==> config.mk <==
export PLATFORM = sky130hd
export DESIGN_NAME = usb_tx_bit_timer
export DESIGN_NICKNAME = d
export VERILOG_FILES = /design/src/rtl/usb_tx_bit_timer.sv
export SDC_FILE = /design/constraint.sdc
export NUM_CORES = 1
export LEC_CHECK = 0
export BUFFER_PORTS_ARGS = -buffer_cell sky130_fd_sc_hd__buf_2
export CAP_MARGIN = 10
export CORE_MARGIN = 4
export CORE_UTILIZATION = 55
export CTS_CLUSTER_DIAMETER = 50
export CTS_CLUSTER_SIZE = 14
export DETAILED_ROUTE_END_ITERATION = 8
export GPL_TIMING_DRIVEN = 0
export PLACE_DENSITY = 0.8
export SLEW_MARGIN = 20
export SYNTH_ARGS = -nofsm -noshare
export SYNTH_HDL_FRONTEND = slang
export SYNTH_SLANG_ARGS = --single-unit
export TNS_END_PERCENT = 10
==> constraint.sdc <==
create_clock -name clk -period 5.25 [get_ports clk]
set_input_delay 0.2625 -clock clk [delete_from_list [all_inputs] [get_ports clk]]
set_output_delay 0.2625 -clock clk [all_outputs]
set_load 0.05 [all_outputs]
==> src/rtl/usb_tx_bit_timer.sv <==
// Fractional-divider USB TX bit/byte timer. Defining STUFF_STALL_EN adds stuff_req, which marks stuffed bits as uncounted.
// Outputs are registered, and a strobe rises on the edge after cnt==P-1. There is no backpressure: enable low or clear returns all state to reset values.
module usb_tx_bit_timer #(
  parameter int DIV_INT       = 8,
  parameter int DIV_NUM       = 1,
  parameter int DIV_DEN       = 3,
  parameter int BITS_PER_BYTE = 8,
  parameter int BYTE_CNT_W    = 8
) (
  input  logic                             clk,
  input  logic                             rst,
  input  logic                             enable,
  input  logic                             clear,
`ifdef STUFF_STALL_EN
  input  logic                             stuff_req,
`endif
  output logic                             bit_strobe,
  output logic                             byte_strobe,
  output logic [$clog2(BITS_PER_BYTE)-1:0] bit_index,
  output logic [BYTE_CNT_W-1:0]            byte_count
);

  localparam int CNT_W = $clog2(DIV_INT + 1);
  localparam int ACC_W = (DIV_DEN > 1) ? $clog2(DIV_DEN) : 1;
  localparam int SUM_W = $clog2(2 * DIV_DEN + 1) + 1;
  localparam int IDX_W = $clog2(BITS_PER_BYTE);
  localparam logic [IDX_W-1:0] IDX_LAST = IDX_W'(BITS_PER_BYTE - 1);

  logic [CNT_W-1:0] cnt;
  logic [ACC_W-1:0] acc;
  logic [SUM_W-1:0] acc_sum;
  logic [ACC_W-1:0] acc_next;
  logic [CNT_W-1:0] cnt_last;
  logic             carry;
  logic             period_end;
  logic             count_bit;

  // The period is stretched by one clock whenever the fractional accumulator overflows.
  always_comb begin
    acc_sum    = SUM_W'(acc) + SUM_W'(DIV_NUM);
    carry      = (acc_sum >= SUM_W'(DIV_DEN));
    acc_next   = carry ? ACC_W'(acc_sum - SUM_W'(DIV_DEN)) : ACC_W'(acc_sum);
    cnt_last   = carry ? CNT_W'(DIV_INT) : CNT_W'(DIV_INT - 1);
    period_end = (cnt == cnt_last);
  end

`ifdef STUFF_STALL_EN
  assign count_bit = ~stuff_req;
`else
  assign count_bit = 1'b1;
`endif

  always_ff @(posedge clk or posedge rst) begin
    if (rst) begin
      cnt         <= '0;
      acc         <= '0;
      bit_index   <= '0;
      byte_count  <= '0;
      bit_strobe  <= 1'b0;
      byte_strobe <= 1'b0;
    end else if (clear || !enable) begin
      cnt         <= '0;
      acc         <= '0;
      bit_index   <= '0;
      byte_count  <= '0;
      bit_strobe  <= 1'b0;
      byte_strobe <= 1'b0;
    end else begin
      bit_strobe  <= period_end;
      byte_strobe <= period_end && count_bit && (bit_index == IDX_LAST);
      if (period_end) begin
        cnt <= '0;
        acc <= acc_next;
        // A stuffed bit uses up its whole period but does not occupy a data slot.
        if (count_bit) begin
          if (bit_index == IDX_LAST) begin
            bit_index  <= '0;
            byte_count <= byte_count + BYTE_CNT_W'(1);
          end else begin
            bit_index <= bit_index + IDX_W'(1);
          end
        end
      end else begin
        cnt <= cnt + CNT_W'(1);
      end
    end
  end

endmodule

==> flow_summary.ini, run 1 <==
[layout]
fin_cells = 125
seq_area_um2 = 475.5
num_antenna_cells = 0
multiInputGateArea_um2 = 415.4
nFillCells = 131
area_delta_synth_final_pct = 13.95
drive_gt1_frac = 0.2202
nets = 118

[sta]
whs_ns = 0.04752
setup_viol = 0
grt_setup_unrepaired = false
tightestPinTransition_ns = 0.7859
finalMaxSlewViolations = 0
relSlewSlack = 0.4744
period_needed_ns = 2.160
period_share = 0.4115
hold_viol = 0
clock_skew_ns = 0.007661
fmax_mhz = 462.9
finalSetupTns_ns = 0

[clock_network]
cts-resized-gates = 0
post_cts_buffers = 0
insertion_delay_ns = 0.30
htreeDepth = 1
cts_root_buf = clkbuf_4
clk_pin_slew_ns = 0.12
numCtsBuffers = 3
clk_path_buf_depth = 2
cts_sinks = 19
tritoncts = yes
ctsHoldBuffers = 0

[power_and_ir_drop]
power_density_nw_per_um2 = 221.9
p_clk_frac = 0.325
p_leak_uw = 0.0004968
ir_drop_mv = 0.1631
seq_power_share = 0.639
switching_share = 0.2321
p_sw_uw = 53.67
p_comb_frac = 0.035
intPower_uw = 177.6

[synth]
synth-seq-area-share = 0.5198
synth_top_area_frac = 0.5198
yosys_warnings = 0
syn_inst = 89
avgSynthCellArea_um2 = 10.28
yosys-top-cells-area = dfrtp_1, ha_1, nor2_1
ys_ff_latch = 19
syn_area_um2 = 914.6
synth.largest_area_cell = dfrtp_1
synth_nets = 97
yosysUniqueCellTypes = 28

[routing]
drtPass1Iterations = 4
routed_via_density = 5.696
via_count = 712
postRouteWirelength_mm = 1.717
drt-initial-drc-count = 16
drc = 0
wl_per_cell_um = 13.74
antenna_left = 0

[critical_path]
worst_ep_required_time_ns = 5.48
r2r_slack_ns = 3.09
critPathLaunchType = flip-flop
endpoint_kind = flip-flop
critical_path_class = reg -> reg
reg2reg_from = bit_index[0]
worstPathArrival_ns = 2.39
worst-r2r-cell-count = 6
cp_max_fo = 6
timing.rr.end = byte_count[7]

[placed_design]
place_inst = 121
port_buffers = 16
hpwlAfterDp_mm = 1.261
place_congestion = 0.7962

[global_route]
antenna_found_initial = 0
grt_pass1_vias = 642
track_usage = 0.1551
grt-ovfl-total = 0
grt_pass1_wl_mm = 2.967
grt_max_degree = 20

[run]
drv_cap = 0

[die]
initial_core_util = 0.5933
die_height_um = 48.78
dieWidth_um = 48.78
die_area_um2 = 2379
ioPinCount = 17
core.rowCount = 14
core_area_um2 = 1541

[worst_hold_path]
hold_path_class = in -> async

[run_status]
outcome = completed
==> area by class of cell <==
class,instances,area share
plain buffers,2,0.008403
clock buffers,3,0.02161
clock inverters,1,0.004802
inverters,4,0.01441
multi-input cells,64,0.3986
flip-flops and latches,19,0.4562
well taps,16,0.01921
repair buffers,16,0.07683
==> registers in the layout, indices dropped and copies added (netlist names) <==
name,cells
acc,2
byte_count,8
bit_index,3
byte_strobe,1
bit_strobe,1
cnt,4
==> cells by family after synthesis <==
logic type,count (synthesis),share of synthesized area
buffers and inverters,6,0.02598
AND/OR/NAND/NOR,36,0.2175
XOR/XNOR,4,0.03831
adder cells (fa/ha/maj),4,0.05472
AO/OA/AOI/OAI,16,0.09987
multiplexers,4,0.04378
flip-flops,19,0.5198
==> routing by layer <==
layer	GRT usage	wire, um	vias up
met5	0	0	-
met4	0.06726	9	0
met3	0.03976	71	2
met2	0.2261	824	9
met1	0.2171	810	346
li1	-	-	355
==> synthesized netlist by cell type <==
cell and instances:
nor2b_1 1, o21ai_0 6, nand2_1 2, nor3_1 1
and4b_1 1, or4_1 1, or3b_1 1, nand2b_1 2
nand4_1 1, buf_2 1, inv_1 4, a21oi_1 7
and2_1 2, or3b_2 1, xor2_1 2, nand3_1 4
dfrtp_1 19, mux2i_1 4, or2_2 2, o32ai_1 1
ha_1 4, nor2_1 11, and4_1 1, o32a_1 1
or3_1 5, xnor2_1 2, o31ai_1 1, clkbuf_1 1
==> stage by stage <==
step	util	worst slack, ns	instance area, um2	total power (uW)
after CTS	0.6761	3.102	1042	233.0
after global routing	0.6761	2.970	1042	243.1
final	0.6761	3.090	1042	231.2
after global placement	0.6583	3.138	1015	158.6
after detailed placement	0.6583	3.122	1015	159.3
after floorplan	-	2.863	914.6	155.6
==> power by group through the flow <==
stage / clock (uW) / sequential (uW) / combinational, uW
after floorplan: 0 / 150 / 5.22
after global placement: 0 / 151 / 8.05
after detailed placement: 0 / 151 / 8.58
after CTS: 76.5 / 148 / 8.65
after global routing: 85.5 / 148 / 9.56
final: 75.2 / 148 / 8.20
==> how the worst max path moves through the flow <==
| stage | from | endpoint | slack [ns] | depth (start not counted) |
|---|---|---|---|---|
| 2_1_floorplan | bit_index[0] | byte_count[7] | 2.86 | 6 |
| 3_3_place_gp | bit_index[0] | byte_count[7] | 3.14 | 6 |
| 3_5_place_dp | bit_index[0] | byte_count[7] | 3.12 | 6 |
| 4_1_cts | bit_index[0] | byte_count[2] | 3.10 | 7 |
| 5_1_grt | bit_index[0] | byte_count[7] | 2.97 | 6 |
| 6_report | bit_index[0] | byte_count[7] | 3.09 | 6 |
==> layout by cell type (no fill, tap or decap), drive strengths merged, types with 2 or more instances in the layout <==
master | netlist | layout
o21ai | 6 | 6
clkbuf | 1 | 4
nand3 | 4 | 4
mux2i | 4 | 4
or2 | 2 | 2
xnor2 | 2 | 2
nand2 | 2 | 2
dfrtp | 19 | 19
buf | 1 | 17
nor2 | 11 | 11
nand2b | 2 | 2
or3 | 5 | 5
xor2 | 2 | 2
and2 | 2 | 2
inv | 4 | 4
a21oi | 7 | 7
or3b | 2 | 2
ha | 4 | 4
==> critical path: stages, from the launching register on <==
cell	delay, ns
dfrtp_1	0.41
ha_1	0.16
ha_1	0.18
or3b_2	0.45
o32a_1	0.25
or4_1	0.51
a21oi_1	0.15
Power figures use the tool's default switching activity.
==> run 2, diff against run 1 <==
--- a/config.mk
+++ b/config.mk
@@ -8,12 +8,12 @@
 export BUFFER_PORTS_ARGS = -buffer_cell sky130_fd_sc_hd__buf_2
 export CAP_MARGIN = 10
 export CORE_MARGIN = 4
-export CORE_UTILIZATION = 55
+export CORE_UTILIZATION = 47
 export CTS_CLUSTER_DIAMETER = 50
 export CTS_CLUSTER_SIZE = 14
 export DETAILED_ROUTE_END_ITERATION = 8
 export GPL_TIMING_DRIVEN = 0
-export PLACE_DENSITY = 0.8
+export PLACE_DENSITY = 0.73
 export SLEW_MARGIN = 20
 export SYNTH_ARGS = -nofsm -noshare
 export SYNTH_HDL_FRONTEND = slang
==> constraint.sdc (replaced) <==
create_clock -name clk -period 1.8 [get_ports clk]
set_input_delay 0.09 -clock clk [delete_from_list [all_inputs] [get_ports clk]]
set_output_delay 0.09 -clock clk [all_outputs]
set_load 0.05 [all_outputs]
==> flow_summary.ini, run 2 (synthesized netlist as in run 1, its figures left out) <==
[run_status]
outcome = finished, violations left
violations = setup timing

[critical_path]
worstPathArrival_ns = 2.21
reg2reg_from = cnt[0]
crit_chain = or3b_4 -> o32a_1 -> buf_6 -> or3_4 -> a21oi_2
cp_max_fo = 7
timing.rr.end = byte_count[2]
r2r_slack_ns = -0.19
critPathLaunchType = flip-flop
worst_ep_required_time_ns = 2.02
endpoint_kind = flip-flop
crit_path_top_delay_cell = dfrtp_1
worst-r2r-cell-count = 5
critical_path_class = reg -> reg
critPathMaxStageDelay_ns = 0.44

[routing]
drc = 0
antenna_left = 0
wl_per_cell_um = 13.67
drtPass1Iterations = 4
routed_via_density = 5.324
drt-initial-drc-count = 12
postRouteWirelength_mm = 1.941
via_count = 756

[sta]
finalMaxSlewViolations = 0
finalSetupTns_ns = -1.005
hold_viol = 0
period_needed_ns = 1.990
period_share = 1.105
grt_setup_unrepaired = true
fmax_mhz = 502.6
clock_skew_ns = 0.003228
setup_viol = 12
setup_slack_ns = -0.1898
tightestPinTransition_ns = 0.8972
relSlewSlack = 0.4000

[worst_hold_path]
hold_path_end = bit_strobe
hold_path_class = in -> reg
min-delay-start = clear
whs_path_depth = 3

[die]
initial_core_util = 0.5130
die_height_um = 52.12
die_area_um2 = 2716
dieWidth_um = 52.12
core.rowCount = 15
ioPinCount = 17
core_area_um2 = 1783

[global_route]
track_usage = 0.1619
antenna_found_initial = 0
grt_pass1_vias = 735
grt-ovfl-total = 0
grt_pass1_wl_mm = 3.229
grt_max_degree = 20

[clock_network]
clk_pin_slew_ns = 0.10
tritoncts = yes
htreeDepth = 1
cts_root_buf = clkbuf_4
cts_sinks = 19
numCtsBuffers = 3
clk_path_buf_depth = 2
insertion_delay_ns = 0.28

[layout]
largest_reg_flops = 8
drive_gt1_frac = 0.3248
fin_util = 0.6512
final_common_cell = buf_2
area_delta_synth_final_pct = 26.95
seq_area_um2 = 479.2
nets = 126
reg_top3 = byte_count: 8 flops, cnt: 4 flops, bit_index: 3 flops
num_antenna_cells = 0
final_cell_mix = buf_2, dfrtp_1, nor2_1
nFillCells = 152
multiInputGateArea_um2 = 454.2
regMostFlops = byte_count

[placed_design]
port_buffers = 16
place_congestion = 0.8361

[power_and_ir_drop]
ir_drop_mv = 0.3440
power_density_nw_per_um2 = 572.4
p_leak_uw = 0.0005278

[run]
drv_cap = 0
## run 2: changes by cell type in the layout (fill, tap and decap cells not counted), moves of 2 or more
cell     previous run  this run
buf_4               0         6
dfrtp_1            19        16
dfrtp_2             0         3
ha_1                4         2
ha_4                0         2
or3b_4              0         2
## run 2: layer usage
layer / up-vias / routed length (um) / GRT usage
li1: 372 / - / -
met1: 365 / 903 / 0.1945
met2: 19 / 966 / 0.2866
met3: 0 / 72 / 0.03725
met4: 0 / 0 / 0.04367
met5: - / 0 / 0
## run 2: critical path: cells and delay by family (launching register included)
family	cells	cell delay (ns)
compound gates	2	0.57
buf+inv	1	0.16
flops	1	0.44
simple gates	2	0.75
## run 2: worst max path at each step
stage / startpoint / slack (ns) / end
6_report: cnt[0] / -0.19 / byte_count[2]
5_1_grt: bit_index[1] / -0.29 / byte_count[2]
4_1_cts: bit_index[0] / -0.16 / byte_count[2]
3_5_place_dp: cnt[3] / -0.16 / byte_count[2]
3_3_place_gp: cnt[0] / -0.09 / byte_count[2]
2_1_floorplan: bit_index[0] / -0.23 / byte_count[2]
## run 2: area by class of cell
type / count / share of cell area
plain buffers: 2 / 0.01293
clock buffers: 4 / 0.02263
inverters: 4 / 0.01293
multi-input cells: 64 / 0.3912
flip-flops and latches: 19 / 0.4127
well taps: 25 / 0.02694
repair buffers: 24 / 0.1207
## run 2: what timing repair did
action                                 in CTS  in global routing
pin swaps                                   6                  4
setup buffers                               3                  3
hold buffers                                1                  0
setup endpoints to repair                   9                 16
cloned                                      1                  0
gates resized for setup                     1                  3
endpoints found under the hold margin      19                  0
## run 2: report_power, final
| part | internal (uW) | switching (uW) | leakage [uW] |
|---|---|---|---|
| registers | 429 | 2.55 | 0.000259 |
| clock network | 85.9 | 122 | 0.0000150 |
| logic | 7.63 | 17.4 | 0.000253 |
## run 2: stage by stage
step	total power, uW	instance area (um2)	worst slack [ns]	instances	hold WS, ns
global route	704.1	1161	-0.2854	142	0.08196
finish	664.6	1161	-0.1898	142	0.1014
detailed placement	463.1	1064	-0.1617	130	0.2328
global placement	463.0	1064	-0.09065	130	0.2396
CTS	671.8	1127	-0.1620	139	0.1001
floorplan	453.9	952.2	-0.2268	89	0.04092
==> run 3, diff against run 2 <==
--- a/config.mk
+++ b/config.mk
@@ -6,14 +6,14 @@
 export NUM_CORES = 1
 export LEC_CHECK = 0
 export BUFFER_PORTS_ARGS = -buffer_cell sky130_fd_sc_hd__buf_2
-export CAP_MARGIN = 10
+export CAP_MARGIN = 5
 export CORE_MARGIN = 4
 export CORE_UTILIZATION = 47
 export CTS_CLUSTER_DIAMETER = 50
 export CTS_CLUSTER_SIZE = 14
 export DETAILED_ROUTE_END_ITERATION = 8
 export GPL_TIMING_DRIVEN = 0
-export PLACE_DENSITY = 0.73
+export PLACE_DENSITY_LB_ADDON = 0.12
 export SLEW_MARGIN = 20
 export SYNTH_ARGS = -nofsm -noshare
 export SYNTH_HDL_FRONTEND = slang
==> flow_summary.ini, run 3 (synthesized netlist as in run 1, its figures left out) <==
[run_status]
outcome = finished, violations left
violations = setup timing

[sta]
period_share = 1.076
tightestPinTransition_ns = 0.8130
fmax_mhz = 516.2
relSlewSlack = 0.4563
period_needed_ns = 1.937
whs_ns = 0.08565
setup_slack_ns = -0.1372
finalSetupTns_ns = -0.6690
grt_setup_unrepaired = true
hold_viol = 0
finalMaxSlewViolations = 0
clock_skew_ns = 0.004081
setup_viol = 14

[global_route]
grt_pass1_vias = 712
grt_max_degree = 20
track_usage = 0.1505
grt-ovfl-total = 0
antenna_found_initial = 0
grt_pass1_wl_mm = 3.049

[critical_path]
endpoint = byte_count[2]
critical_path_class = reg -> reg
endpoint_kind = flip-flop
cp_max_fo = 8
worst-r2r-cell-count = 5
r2r_slack_ns = -0.14
timing.rr.end = byte_count[2]
crit_start = cnt[1]
reg2reg_from = cnt[1]
critPathLaunchType = flip-flop
worstPathArrival_ns = 2.16
worst_ep_required_time_ns = 2.02

[routing]
wl_per_cell_um = 12.72
routed_via_density = 5.287
postRouteWirelength_mm = 1.819
via_count = 756
drc = 0
drt-initial-drc-count = 7
drtPass1Iterations = 4
antenna_left = 0

[layout]
final_cell_mix = buf_2, dfrtp_1, nor2_1
drive_gt1_frac = 0.3475
area_delta_synth_final_pct = 28.32
regMostFlops = byte_count
final_common_cell = buf_2
nets = 127
reg_top3 = byte_count: 8 flops, cnt: 4 flops, bit_index: 3 flops
largest_reg_flops = 8
num_antenna_cells = 0

[clock_network]
cts_sinks = 19
cts_root_buf = clkbuf_4
htreeDepth = 1
clk_path_buf_depth = 2
tritoncts = yes
insertion_delay_ns = 0.29
clk_pin_slew_ns = 0.10
numCtsBuffers = 3

[power_and_ir_drop]
ir_drop_mv = 0.4547
seq_power_share = 0.646
p_sw_uw = 145.3
switching_share = 0.2178
p_comb_frac = 0.044
p_clk_frac = 0.310
p_leak_uw = 0.0005409
power_density_nw_per_um2 = 568.2
intPower_uw = 521.6

[die]
initial_core_util = 0.5130
core_area_um2 = 1783
core.rowCount = 15
dieWidth_um = 52.12
ioPinCount = 17
die_height_um = 52.12
die_area_um2 = 2716

[placed_design]
place_congestion = 0.8043
pre_cts_slack_ns = -0.1399
hpwlAfterDp_mm = 1.241
port_buffers = 16

[run]
drv_cap = 0

[worst_hold_path]
hold_path_class = in -> reg
min-delay-start = clear
-- run 3: cell type report --
type | count | area [um2]
inverter | 4 | 15.01
tap | 25 | 31.28
clock buffer | 3 | 22.52
buffer | 2 | 15.01
fill | 150 | 609.3
clock inverter | 1 | 5.005
sequential | 19 | 480.5
timing repair buffer | 25 | 150.1
multi-input combinational | 64 | 454.2
-- run 3: critical path, stage by stage (launching register included) --
cell and delay (ns):
dfrtp_1 0.42, or3b_4 0.41, o32a_1 0.43, buf_6 0.16, or3_4 0.32, a21oi_2 0.11
-- run 3: through the flow --
stage	cell area [um2]	total power, uW	std cells	util
global placement	1064	463.0	130	0.5965
detailed placement	1064	463.8	130	0.5965
floorplan	952.2	453.9	89	-
global route	1174	700.3	143	0.6582
finish	1174	666.9	143	0.6582
CTS	1124	679.5	138	0.6302
-- run 3: worst min path at each step --
stage	to	slack, ns	depth (start not counted)
after detailed placement	byte_strobe	0.24	2
after floorplan	acc[0]	0.04	1
final	bit_strobe	0.09	3
after global placement	byte_strobe	0.23	2
after global routing	bit_strobe	0.08	3
after CTS	bit_strobe	0.07	3
-- run 3: metal layers --
metal / vias to the layer above / wire, um / share of wire / GRT usage
li1: 375 / - / - / -
met1: 366 / 892 / 0.49 / 0.2018
met2: 13 / 852 / 0.47 / 0.2343
met3: 2 / 61 / 0.034 / 0.02865
met4: 0 / 12 / 0.0066 / 0.06550
met5: - / 0 / 0 / 0
-- run 3: repair_timing --
item,in CTS,in global routing
endpoints found under the setup margin,6,15
buffers inserted,3,5
hold endpoints to repair,19,0
resized for setup,0,4
hold buffers,1,0
pin swaps,5,2
-- run 3: power by group through the flow --
stage / Clock (uW) / Sequential (uW) / Combinational, uW
after floorplan: 0 / 439 / 15.2
after global placement: 0 / 439 / 23.8
after detailed placement: 0 / 439 / 24.4
after CTS: 222 / 431 / 26.2
after global routing: 235 / 431 / 34.1
final: 207 / 431 / 29.5
